[config.mk]
export PLATFORM = sky130hd
export DESIGN_NAME = bram_scrub_ctrl_flat
export DESIGN_NICKNAME = d
export VERILOG_FILES = /design/src/rtl/bram_scrub_ctrl_pkg.sv /design/src/rtl/bram_scrub_ctrl_if.sv /design/src/rtl/bram_scrub_ctrl.sv /design/src/flat_wrapper.sv
export SDC_FILE = /design/constraint.sdc
export NUM_CORES = 1
export LEC_CHECK = 0
export CAP_MARGIN = 20
export CORE_UTILIZATION = 41
export CTS_CLUSTER_SIZE = 14
export DETAILED_ROUTE_END_ITERATION = 6
export PLACE_DENSITY = 0.86
export SLEW_MARGIN = 15
export SYNTH_ARGS = -nofsm -noshare
export SYNTH_HDL_FRONTEND = slang
export SYNTH_SLANG_ARGS = --single-unit
[constraint.sdc]
create_clock -name clk -period 3.09 [get_ports clk]
set_input_delay 0.618 -clock clk [delete_from_list [all_inputs] [get_ports clk]]
set_output_delay 0.618 -clock clk [all_outputs]
set_load 0.01 [all_outputs]
[src/rtl/bram_scrub_ctrl_pkg.sv]
// Shared types and default geometry for the BRAM scrub controller slice.
package bram_ctrl_pkg;

  localparam int WID_DEF         = 36;
  localparam int DEPTH_DEF       = 2048;
  localparam int AW_DEF          = $clog2(DEPTH_DEF);
  localparam int STALL_LIMIT_DEF = 4;

  // Sweep selection as presented on the mode pins; code 3 is reserved.
  typedef enum logic [1:0] {
    MODE_VERIFY      = 2'd0,
    MODE_FILL        = 2'd1,
    MODE_FILL_VERIFY = 2'd2
  } mode_e;

  typedef enum logic [2:0] {
    S_IDLE,
    S_FILL,
    S_VERIFY,
    S_DRAIN,
    S_DONE
  } state_e;

  // True when the requested sweep begins with a fill phase.
  function automatic logic mode_fills(input logic [1:0] m);
    return (m == MODE_FILL) || (m == MODE_FILL_VERIFY);
  endfunction

endpackage

[src/rtl/bram_scrub_ctrl_if.sv]
// User access port into the scrub controller: request/grant plus read return.
interface bram_scrub_ctrl_if #(
  parameter int WID = bram_ctrl_pkg::WID_DEF,
  parameter int AW  = bram_ctrl_pkg::AW_DEF
);

  logic           usr_req;
  logic           usr_we;
  logic [AW-1:0]  usr_addr;
  logic [WID-1:0] usr_wdata;
  logic           usr_gnt;
  logic           usr_rvalid;
  logic [WID-1:0] usr_rdata;

  // Test logic issuing accesses.
  modport master (
    output usr_req, usr_we, usr_addr, usr_wdata,
    input  usr_gnt, usr_rvalid, usr_rdata
  );

  // Controller arbitrating the RAM.
  modport slave (
    input  usr_req, usr_we, usr_addr, usr_wdata,
    output usr_gnt, usr_rvalid, usr_rdata
  );

endinterface

[src/rtl/bram_scrub_ctrl.sv]
// Fill / verify sweep engine sharing one BRAM with a priority user port.
// The user wins every cycle except when the engine has stalled STALL_LIMIT
// cycles in a row, at which point the engine takes one forced slot.
module bram_scrub_ctrl
  import bram_ctrl_pkg::*;
#(
  parameter int WID         = WID_DEF,
  parameter int DEPTH       = DEPTH_DEF,
  parameter int AW          = AW_DEF,
  parameter int STALL_LIMIT = STALL_LIMIT_DEF
) (
  input  logic              clk,
  input  logic              reset,
  input  logic              start,
  input  logic [1:0]        mode,
  input  logic [WID-1:0]    pattern,
  output logic              busy,
  output logic              done,
  output logic [WID-1:0]    checksum,
  bram_scrub_ctrl_if.slave  usr,
  output logic [AW-1:0]     mem_raddr,
  output logic [AW-1:0]     mem_waddr,
  output logic [WID-1:0]    mem_din,
  output logic              mem_we,
  input  logic [WID-1:0]    mem_dout
);

  localparam int SW = $clog2(STALL_LIMIT + 1);
  localparam logic [AW-1:0] LAST_ADDR = AW'(DEPTH - 1);

  state_e         state_q, state_d;
  logic [AW-1:0]  addr_q, addr_d;
  logic [SW-1:0]  stall_q, stall_d;
  logic [WID-1:0] checksum_q, checksum_d;
  logic [WID-1:0] pattern_q, pattern_d;
  logic           fv_q, fv_d;
  logic           rd_pend_q, rd_pend_d;
  logic           busy_q, busy_d;
  logic           done_q, done_d;
  logic           rvalid_q, rvalid_d;

  logic eng_active;
  logic forced;
  logic usr_gnt;
  logic eng_own;

  // Arbitration: user first, except on the engine's forced slot.
  assign eng_active = (state_q == S_FILL) || (state_q == S_VERIFY);
  assign forced     = eng_active && (stall_q == SW'(STALL_LIMIT));
  assign usr_gnt    = usr.usr_req && !forced;
  assign eng_own    = eng_active && !usr_gnt;

  // Sweep sequencing, address walk, stall tracking and checksum accumulation.
  // NOTE: every variable gets its hold value first so no path leaves one
  // unassigned; otherwise synthesis would infer a latch.
  always_comb begin
    state_d    = state_q;
    addr_d     = addr_q;
    stall_d    = stall_q;
    checksum_d = checksum_q;
    pattern_d  = pattern_q;
    fv_d       = fv_q;
    rd_pend_d  = 1'b0;

    // Read data lands one cycle after issue, whoever owns the RAM now.
    if (rd_pend_q) begin
      checksum_d = checksum_q + mem_dout;
    end

    if (eng_active && usr_gnt) begin
      stall_d = stall_q + SW'(1);
    end

    unique case (state_q)
      S_IDLE: begin
        if (start) begin
          pattern_d  = pattern;
          checksum_d = '0;
          addr_d     = '0;
          stall_d    = '0;
          fv_d       = (mode == MODE_FILL_VERIFY);
          state_d    = mode_fills(mode) ? S_FILL : S_VERIFY;
        end
      end

      S_FILL: begin
        if (eng_own) begin
          stall_d = '0;
          if (addr_q == LAST_ADDR) begin
            addr_d  = '0;
            state_d = fv_q ? S_VERIFY : S_DONE;
          end else begin
            addr_d = addr_q + AW'(1);
          end
        end
      end

      S_VERIFY: begin
        if (eng_own) begin
          stall_d   = '0;
          rd_pend_d = 1'b1;
          if (addr_q == LAST_ADDR) begin
            addr_d  = '0;
            state_d = S_DRAIN;
          end else begin
            addr_d = addr_q + AW'(1);
          end
        end
      end

      // The final read's data is absorbed by the checksum this cycle.
      S_DRAIN: state_d = S_DONE;

      S_DONE:  state_d = S_IDLE;

      default: state_d = S_IDLE;
    endcase

    busy_d   = (state_d == S_FILL) || (state_d == S_VERIFY) || (state_d == S_DRAIN);
    done_d   = (state_d == S_DONE);
    rvalid_d = usr_gnt && !usr.usr_we;
  end

  // State and registered outputs; reset returns to idle mid-sweep.
  // NOTE: non-blocking assignments so every flop samples the pre-edge values
  // regardless of statement order.
  always_ff @(posedge clk or posedge reset) begin
    if (reset) begin
      state_q    <= S_IDLE;
      addr_q     <= '0;
      stall_q    <= '0;
      checksum_q <= '0;
      pattern_q  <= '0;
      fv_q       <= 1'b0;
      rd_pend_q  <= 1'b0;
      busy_q     <= 1'b0;
      done_q     <= 1'b0;
      rvalid_q   <= 1'b0;
    end else begin
      state_q    <= state_d;
      addr_q     <= addr_d;
      stall_q    <= stall_d;
      checksum_q <= checksum_d;
      pattern_q  <= pattern_d;
      fv_q       <= fv_d;
      rd_pend_q  <= rd_pend_d;
      busy_q     <= busy_d;
      done_q     <= done_d;
      rvalid_q   <= rvalid_d;
    end
  end

  // RAM pin mux: the granted user drives everything, otherwise the engine.
  always_comb begin
    if (usr_gnt) begin
      mem_raddr = usr.usr_addr;
      mem_waddr = usr.usr_addr;
      mem_din   = usr.usr_wdata;
      mem_we    = usr.usr_we;
    end else begin
      mem_raddr = addr_q;
      mem_waddr = addr_q;
      mem_din   = pattern_q;
      mem_we    = eng_own && (state_q == S_FILL);
    end
  end

  assign busy           = busy_q;
  assign done           = done_q;
  assign checksum       = checksum_q;
  assign usr.usr_gnt    = usr_gnt;
  assign usr.usr_rvalid = rvalid_q;
  assign usr.usr_rdata  = mem_dout;

endmodule

[src/flat_wrapper.sv]
// flat-port wrapper written by rule: the top's interface ports become plain ports
module bram_scrub_ctrl_flat import bram_ctrl_pkg::*;
#(
  parameter int WID         = WID_DEF,
  parameter int DEPTH       = DEPTH_DEF,
  parameter int AW          = AW_DEF,
  parameter int STALL_LIMIT = STALL_LIMIT_DEF
)
  (clk, reset, start, mode, pattern, busy, done, checksum, mem_raddr, mem_waddr, mem_din, mem_we, mem_dout, usr_usr_req, usr_usr_we, usr_usr_addr, usr_usr_wdata, usr_usr_gnt, usr_usr_rvalid, usr_usr_rdata);
  bram_scrub_ctrl_if #(.WID(WID), .AW(AW)) usr_i ();
  input  logic clk;
  input  logic reset;
  input  logic start;
  input  logic [1:0] mode;
  input  logic [WID-1:0] pattern;
  output logic busy;
  output logic done;
  output logic [WID-1:0] checksum;
  output logic [AW-1:0] mem_raddr;
  output logic [AW-1:0] mem_waddr;
  output logic [WID-1:0] mem_din;
  output logic mem_we;
  input  logic [WID-1:0] mem_dout;
  input wire logic [$bits(usr_i.usr_req)-1:0] usr_usr_req;
  input wire logic [$bits(usr_i.usr_we)-1:0] usr_usr_we;
  input wire logic [$bits(usr_i.usr_addr)-1:0] usr_usr_addr;
  input wire logic [$bits(usr_i.usr_wdata)-1:0] usr_usr_wdata;
  output wire logic [$bits(usr_i.usr_gnt)-1:0] usr_usr_gnt;
  output wire logic [$bits(usr_i.usr_rvalid)-1:0] usr_usr_rvalid;
  output wire logic [$bits(usr_i.usr_rdata)-1:0] usr_usr_rdata;
  assign usr_i.usr_req = usr_usr_req;
  assign usr_i.usr_we = usr_usr_we;
  assign usr_i.usr_addr = usr_usr_addr;
  assign usr_i.usr_wdata = usr_usr_wdata;
  assign usr_usr_gnt = usr_i.usr_gnt;
  assign usr_usr_rvalid = usr_i.usr_rvalid;
  assign usr_usr_rdata = usr_i.usr_rdata;
  bram_scrub_ctrl #(.WID(WID), .DEPTH(DEPTH), .AW(AW), .STALL_LIMIT(STALL_LIMIT)) u_core (.clk(clk), .reset(reset), .start(start), .mode(mode), .pattern(pattern), .busy(busy), .done(done), .checksum(checksum), .usr(usr_i), .mem_raddr(mem_raddr), .mem_waddr(mem_waddr), .mem_din(mem_din), .mem_we(mem_we), .mem_dout(mem_dout));
endmodule
==> results.json <==
{
  "layout_worst_path_cycle_share": 0.991,
  "num-fill-cells": 1324,
  "timing.critical_path.to_type": "primary output",
  "synth.cell_area_sq_mm": 0.00674,
  "worst_skew_pair.late_latency_ps": 350,
  "proportion_of_synthesized_chip_area_in_sequential_cells": 0.349,
  "grt_start_max_net_pins": 55,
  "dp_hpwl_mm": 16.2,
  "drt-initial-drc-count": 451,
  "vdd_drop_max_v": 0.000430,
  "hold_slack_ps": 478,
  "synthDominantCellAreaShare": 0.349,
  "clk_pin_slew_worst_paths_ps": 70,
  "rsz_0062_raised_after_global_routing": "yes",
  "cts_tree": "yes",
  "worst_path_required_ps": 2470,
  "track_usage": 0.259,
  "finalMaxSlewViolations": 0,
  "coreArea_sq_mm": 0.0159,
  "htree_num_levels": 3,
  "synthesized_net_count": 1038,
  "chipHeight_um": 130,
  "hold_path_class": "register to register",
  "max_freq_mhz": 326,
  "placedInstanceArea_sq_mm": 0.00972,
  "synthCells": 872,
  "hold_depth": 2,
  "synth.most_common_cell": "nand2_1",
  "drt-pass1-iter-count": 5,
  "final_layout_size_suffix_gt1_frac": 0.0989,
  "layout.area.seq_sq_mm": 0.00235,
  "timing.max_slew.rel_slack": 0.444,
  "synth_area_leaders": "dfrtp_1 35%, nand2_1 17%, ha_1 7.2%, buf_4 5.2%, a21o_1 3.1%",
  "fin_cells": 1359,
  "globalRouteOverflowTotal": 0,
  "drt-wirelength-per-cell_um": 16.4,
  "reg2regPathDepth": 10,
  "postSynthAreaPerCell_sq_um": 7.73,
  "cap_viol_max_count": 0,
  "critical_path_arrival_ps": 2450,
  "post_route_design_area_sq_mm": 0.0101,
  "design_power_total_mw": 8.12,
  "cts_buffers": 9,
  "hold_viol": 0,
  "clk_root_buf": "clkbuf_16",
  "worstMarginPinSlew_ps": 833,
  "ys_warn_count": 0,
  "setup_viol_count_final": 0,
  "grt_pass1_wl_mm": 34.5,
  "synth_seq_cells": 94,
  "numPlacedInstances": 1337,
  "x_dimension_of_the_die_um": 130,
  "post_synth_most_frequent_cells": "302 x nand2_1, 94 x dfrtp_1, 47 x buf_4",
  "yosys.cell_types.count": 64,
  "ant_nets": 0,
  "vias": 7193,
  "clock_sink_count": 94,
  "final_nets": 1303,
  "clock_path_buffers": 2,
  "fin_worst_skew_ps": 10.5,
  "initial_utilization": 0.423,
  "num_io_pins": 261,
  "placementRows": 46,
  "layout_min_cycle_time_ps": 3060,
  "power-per-cell-area_mw_per_mm2": 802,
  "post_synthesis_async_set_or_reset_flop_share": 1.00,
  "cell_type_with_the_largest_total_area_after_synthesis": "dfrtp_1",
  "via_count_of_the_first_global_routing_pass": 6984,
  "setup.worst_path.start_class": "primary input",
  "vias_per_cell": 5.29,
  "area_delta_synth_final_pct": 50.4,
  "timing.setup.critical_path_class": "primary input to primary output",
  "buffers_added_on_ports": 260,
  "totalWireLength_mm": 22.3,
  "synth_enable_flop_cells": 0,
  "cp_max_fo": 16,
  "multi_input_area_sq_mm": 0.00385,
  "gp_routability_congestion": 0.857,
  "synthFlopType": "dfrtp_1",
  "status": "finished clean",
  "leakage_nw": 4.96,
  "post-route-drc-count": 0,
  "die_area_sq_mm": 0.0169,
  "initial_antenna_violation_count": 1
}
## power breakdown
group	total, mW	leakage (nW)	internal, mW	switching (mW)
combinational	4.90	3.58	2.40	2.50
clock	1.09	0.139	0.594	0.493
sequential	2.14	1.23	1.74	0.398
total	8.12	4.96	4.74	3.39
## cells in the final DEF, fill, tap and decap left out, types with 3 or more instances in the layout
cell type,Yosys,final
nor2b_1,5,5
o21a_1,7,7
a311oi_1,3,3
nand3b_1,3,3
inv_1,14,13
o21ai_1,2,3
mux2i_1,14,14
nand2_1,302,302
and3_1,11,11
dfrtp_1,94,94
clkdlybuf4s50_1,0,251
a211oi_1,10,9
ha_1,39,38
dlymetal6s2s_1,0,8
xor2_1,15,15
xnor2_1,10,9
nand4_1,11,11
o31ai_1,6,6
and4_1,3,3
nand3_1,14,14
buf_4,47,75
o22ai_1,8,8
buf_12,0,3
a21oi_1,39,38
clkbuf_16,0,11
nor4_1,6,6
nor3_1,11,11
a21o_1,28,28
nor2_1,40,40
o21ai_0,39,37
nand2b_1,6,6
a31oi_1,5,5
## final cells by class
cell class / count / share of cell area
Inverter: 15 / 0.00630
Antenna cell: 1 / 0.000247
Timing Repair Buffer: 341 / 0.326
Clock buffer: 12 / 0.0253
Tap cell: 216 / 0.0267
Multi-Input combinational cell: 676 / 0.380
Clock inverter: 4 / 0.00296
Sequential cell: 94 / 0.232
## registers in the layout (all words and copies together) (netlist names)
name,cells
u_core.checksum,36
u_core.done,1
u_core.busy,1
u_core.pattern_q,36
u_core.state_q,3
u_core.stall_q,3
u_core.addr_q,11
u_core.usr.usr_rvalid,1
u_core.fv_q,1
u_core.rd_pend_q,1
## worst max-delay path, stage by stage
cell and delay, ps:
clkdlybuf4s50_1 550, o31ai_4 110, buf_4 170, inv_6 140, clkbuf_16 200, nand2_1 60
nand2_1 50, clkdlybuf4s50_1 550
## logic make-up after synthesis
logic type / after synthesis / share of synthesized area
muxes: 14 / 0.0208
xor gates and xnor gates: 25 / 0.0325
buffers and inverters: 102 / 0.0834
and+or+nand+nor: 428 / 0.271
AOI/OAI and AO/OA: 169 / 0.168
adders and majority gates: 40 / 0.0754
DFF: 94 / 0.349
## path summary, 6_finish.rpt
| path | startpoint | to | slack (ps) |
|---|---|---|---|
| setup / recovery | usr_usr_req | mem_din[31] | 30 |
| hold / removal | u_core.pattern_q[22] | u_core.pattern_q[22] | 480 |
| setup reg to reg | u_core.checksum[1] | u_core.checksum[35] | 370 |
| hold reg to reg | u_core.pattern_q[22] | u_core.pattern_q[22] | 480 |
| max in group asynchronous | reset | u_core.checksum[10] | 1830 |
| min in group asynchronous | reset | u_core.checksum[1] | 670 |
## through the flow
step / util / worst slack [ps] / setup TNS, ps
CTS: 0.628 / 5.37 / 0
global placement: 0.610 / -257 / -1160
global route: 0.636 / -61.3 / -1200
finish: 0.636 / 26.9 / 0
floorplan: - / 23.3 / 0
detailed placement: 0.610 / -321 / -1960
## layer usage
layer,part of all wire,GRT usage,up-vias
li1,-,-,3470
met1,0.41,0.308,3401
met2,0.49,0.455,279
met3,0.074,0.0537,43
met4,0.028,0.107,0
met5,0,0,-
## repair_timing
action,CTS,global route
endpoints found under the setup margin,6,48
cloned,0,2
buffers inserted,0,3
hold buffers,0,0
pin swaps,0,2
gates resized for setup,3,17
Power figures use the tool's default switching activity.
==> patch 1, RTL diff (same settings) <==
Add an input register stage for `mode`, without a reset; this delays it by one clock. The other inputs are not delayed to match.
--- a/src/rtl/bram_scrub_ctrl.sv
+++ b/src/rtl/bram_scrub_ctrl.sv
@@ -27,6 +27,12 @@
 
   localparam int SW = $clog2(STALL_LIMIT + 1);
   localparam logic [AW-1:0] LAST_ADDR = AW'(DEPTH - 1);
+
+  logic [1:0] mode_q;
+
+  always_ff @(posedge clk) begin
+    mode_q <= mode;
+  end
 
   state_e         state_q, state_d;
   logic [AW-1:0]  addr_q, addr_d;
@@ -78,8 +84,8 @@
           checksum_d = '0;
           addr_d     = '0;
           stall_d    = '0;
-          fv_d       = (mode == MODE_FILL_VERIFY);
-          state_d    = mode_fills(mode) ? S_FILL : S_VERIFY;
+          fv_d       = (mode_q == MODE_FILL_VERIFY);
+          state_d    = mode_fills(mode_q) ? S_FILL : S_VERIFY;
         end
       end
 
Formal check against the unedited RTL: not equivalent (Yosys sat finds a counterexample within 4 cycles, from zero or initial values and one cycle with reset high).
==> patch 1 against the unedited design <==
Via count fell by 2.1%. Area after synthesis increased by 0.54%. Fmax up 0.91%. Worst setup slack improved by 28 ps. Core utilization is 0.28 points lower. Wire length decreased by 5.2%. Cell count shrank 0.88%. Synthesized cell count grew 0.80%. Sequential cell count up 2. Die area grew 0.53%. Design area is essentially flat.
Power is not compared: it rests on default switching activity, and its combinational part moved more than twofold at a synthesized area within 25%.
==> patch 1: results (changes against the unedited design) <==
[logic_synthesis]
ys_seq_area_frac=0.3532  ; +0.004041
syn_nets=1045  ; +0.67%
async_flop_share=0.9792  ; -0.02083
synth_area_leaders=dfrtp_1 (35%), nand2_1 (17%), ha_1 (7.2%), buf_4 (5.7%), a21oi_1 (3.5%)
ys_types=62  ; -3.1%
synth_commonest_cells=nand2_1 (307), dfrtp_1 (94), nor2_1 (52)
netlist_instances=879  ; +0.80%
yosys_warnings=0  ; unchanged

[drt]
antenna_left=0  ; unchanged
num_vias=7041  ; -2.1%
drtPass1Iterations=5  ; unchanged
dr.first_iter.drc_count=516  ; +14%
wl_per_cell_um=15.67  ; -4.3%
routed_via_density=5.227  ; -1.2%

[timing]
clock_skew_ps=11.00  ; +0.5309 ps
slew_headroom=0.5979  ; +0.1541
fmaxAchievable_ghz=0.3294  ; +0.91%

[global_route]
grt_max_degree=76  ; +38%
grt_usage=0.2447  ; -0.01473
grt_pass1_wl_mm=32.79  ; -4.9%
grt_pass1_vias=6883  ; -1.4%
antenna_found_initial=0  ; -1

[worst_setup_path]
cp.arrival_ps=2420  ; -30 ps
slowest_delay_ps=530  ; -20 ps
crit_path_top_delay_cell=clkdlybuf4s50_1
rr_worst_depth=8  ; -2
worst-path-max-fanout=13  ; -3
r2r_setup_slack_ps=390  ; +20 ps

[pwr]
peakVddDrop_uv=353.0
p_leak_uw=0.005081

[worst_hold_path]
hold_depth=2  ; unchanged
hold_path_class=reg -> reg

[clock_network]
clkLatencyLatePin_ps=350  ; about the same
clk_path_buf_depth=2  ; unchanged
cts-htree-levels=3  ; unchanged
root_buffer=clkbuf_16
cts_buffers=9  ; unchanged
clkTransAtPathRegs_ps=70  ; about the same

[finish]
fillers=1344  ; +1.5%
antenna_cells=0  ; -1
drive_gt1_frac=0.09372  ; -0.005227

[outcome]
outcome=completed

[placement]
gp_congestion=0.9092  ; +6.1%
port_buffers=260  ; unchanged
dp_cells=1324  ; -0.97%
place_worst_setup_slack_ps=-481.8  ; -160.8 ps
hpwlAfterDp_mm=15.19  ; -6.2%

patch 1: what timing repair did:
action                     CTS  global route
resized for setup            8            36
hold buffers                 0             0
gates cloned                 1             2
setup endpoints to repair   62            58
pin swaps                    1             4
buffers inserted             3             1
patch 1: final timing paths:
check / endpoint / startpoint
hold / removal: u_core.pattern_q[11] / u_core.pattern_q[11]
setup reg to reg: u_core.checksum[31] / u_core.checksum[10]
min in group asynchronous: u_core.busy / reset
hold reg to reg: u_core.pattern_q[11] / u_core.pattern_q[11]
max in group asynchronous: u_core.checksum[10] / reset
setup / recovery: mem_din[16] / u_core.state_q[0]
patch 1: routing by layer:
layer  wire, um  vias up  global-route usage
li1           -     3418                   -
met1       8883     3317              0.3136
met2      10370      273              0.4118
met3       1347       33             0.03542
met4        506        0              0.1048
met5          0        -                   0
patch 1: cells by family (layout without fill, tap and decap cells):
family,Yosys count,count (layout),share of synthesized area
xor+xnor,30,30,0.03880
compound gates,158,158,0.1478
simple gates,425,425,0.2618
mux,23,23,0.03399
fa+ha+maj,40,40,0.07501
flops,96,96,0.3532
buf+inv,107,359,0.08941
patch 1: power breakdown:
part	switching [uW]	internal (uW)	leakage (uW)
sequential	72.8	1330	0.00124
clock	504	654	0.000143
combinational	429	528	0.00369
total	1010	2510	0.00508
patch 1: through the flow:
step | instance area, um^2 | utilization | hold slack [ps]
final | 10120 | 0.6327 | 474.8
after global placement | 9605 | 0.6003 | 458.0
after CTS | 9967 | 0.6229 | 479.4
after floorplan | 6773 | - | 445.5
after global routing | 10120 | 0.6327 | 496.9
after detailed placement | 9605 | 0.6003 | 462.0
patch 1: final cells by class:
cell class	count	area (um^2)	share of cell area
flip-flops and latches	96	2394	0.2364
inverters	17	68.82	0.006798
repair buffers	326	3261	0.3221
clock inverters	4	55.05	0.005438
well taps	216	270.3	0.02670
clock buffers	12	246.5	0.02435
multi-input cells	676	3829	0.3782
patch 1: worst max-delay path, delay by kind of cell, from the launching register on:
family	cells	cell delay, ps
compound gates	1	180
xor+xnor	1	140
buf+inv	3	900
flops	1	420
simple gates	3	410
==> patch 2, RTL diff (config.mk and constraints unchanged) <==
Without the edit above. `STALL_LIMIT_DEF`: 4 -> 2.
--- a/src/rtl/bram_scrub_ctrl_pkg.sv
+++ b/src/rtl/bram_scrub_ctrl_pkg.sv
@@ -4,7 +4,7 @@
   localparam int WID_DEF         = 36;
   localparam int DEPTH_DEF       = 2048;
   localparam int AW_DEF          = $clog2(DEPTH_DEF);
-  localparam int STALL_LIMIT_DEF = 4;
+  localparam int STALL_LIMIT_DEF = 2;
 
   // Sweep selection as presented on the mode pins; code 3 is reserved.
   typedef enum logic [1:0] {
Check against the original RTL: not equivalent (Yosys sat finds a counterexample within 4 cycles, from zero or initial values and one cycle with reset high).
==> patch 2 against the unedited design <==
Register-to-register slack got worse by 210 ps. Largest cell class unchanged. Design area increased by 0.53%. Area after synthesis decreased by 2.4%. Power increased by 7.1%. Hold slack got worse by 0.61 ps. Worst setup slack improved by 29 ps. Wire length decreased by 8.1%. Sequential cell count decreased by 1.
==> patch 2: results (changes against the unedited design) <==
[clock_network]
cts_setup_buffers=3  ; +3
cts_resized=6  ; +3

[global_route]
grt_pass1_wl_mm=31.60  ; -8.4%
grt_pass1_vias=6731  ; -3.6%
grt_max_degree=41  ; -25%
grt_use_met1=0.2752  ; -0.03251
antenna_found_initial=0  ; -1
grt_util_met2=0.4455  ; -0.009788
grt_usage=0.2418  ; -0.01760

[placement]
gp_congestion=0.9399  ; +9.6%
hpwlAfterDp_mm=15.25  ; -5.8%
place_worst_setup_slack_ps=-512.0  ; -191.0 ps
place_area_um2=9555  ; -1.7%

[logic_synthesis]
ys_types=55  ; -14%
synth_fa_ha_area_frac=0.07533  ; -0.00008048
syn_avg_cell_area_um2=7.812  ; +1.1%
synth.area.mux_share=0.03957  ; +0.01876
syn_nets=1007  ; -3.0%
ys_seq_area_frac=0.3538  ; +0.004631
synth_area_leaders=dfrtp_1 (35%), nand2_1 (16%), ha_1 (7.2%), buf_4 (5.4%), mux2i_1 (4.0%)
yosys.area_share.xor_xnor=0.03862  ; +0.006111
synth_commonest_cells=nand2_1 (284), dfrtp_1 (93), nor2_1 (59)
synthFlopType=dfrtp_1
synth-compound-area-share=0.1320  ; -0.03589

[drt]
dr.first_iter.drc_count=403  ; -11%
drt-met1-wl_mm=8.200  ; -9.5%
met2_length_mm=10.31  ; -5.7%
num_vias=6917  ; -3.8%
drtPass1Iterations=5  ; unchanged
routed_via_density=5.185  ; -2.0%
wl_mm=20.45  ; -8.1%

[worst_setup_path]
worst-path-max-fanout=4  ; -12
cp.arrival_ps=3310  ; +860 ps
rr_worst_depth=12  ; +2
crit_family=compound AO/OA/AOI/OAI gates
crit_path_top_delay_cell=or4b_1

[pwr]
p_leak_uw=0.004868  ; -1.8%
peakVddDrop_uv=414.9  ; -3.5%
power_density_nw_per_um2=854.2  ; +6.5%

[outcome]
outcome=completed

[finish]
drive_gt1_frac=0.1238  ; +0.02483
nNetsFinal=1283  ; -1.5%
fillers=1258  ; -5.0%
antenna_cells=0  ; -1

[timing]
clock_skew_ps=11.16  ; +0.6899 ps
slew_headroom=0.4125  ; -0.03129

[patch 2: cells by family after synthesis]
kind of cell	after synthesis
buf+inv	91
simple gates	433
xor+xnor	29
compound gates	131
fa+ha+maj	39
flops	93
mux	26
[patch 2: path summary, 6_finish.rpt]
check / end / slack (ps) / startpoint
min in group asynchronous: u_core.checksum[30] / 670 / reset
max reg2reg: u_core.checksum[24] / 160 / u_core.checksum[0]
max in group asynchronous: u_core.pattern_q[0] / 1640 / reset
max: u_core.checksum[24] / 60 / mem_dout[13]
min: u_core.pattern_q[26] / 480 / u_core.pattern_q[26]
min reg2reg: u_core.pattern_q[26] / 480 / u_core.pattern_q[26]
[patch 2: layout make-up]
class                      count  share of cell area
sequential                    93              0.2286
timing repair buffer         344              0.3222
multi-input combinational    658              0.3856
clock buffer                  10             0.02346
tap                          211             0.02592
clock inverter                 6            0.009090
inverter                      12            0.005159
[patch 2: where the power goes]
part           switching [uW]  leakage [uW]  internal [uW]
logic                    2600       0.00349           2670
clock network             520      0.000156            738
registers                 450       0.00122           1720
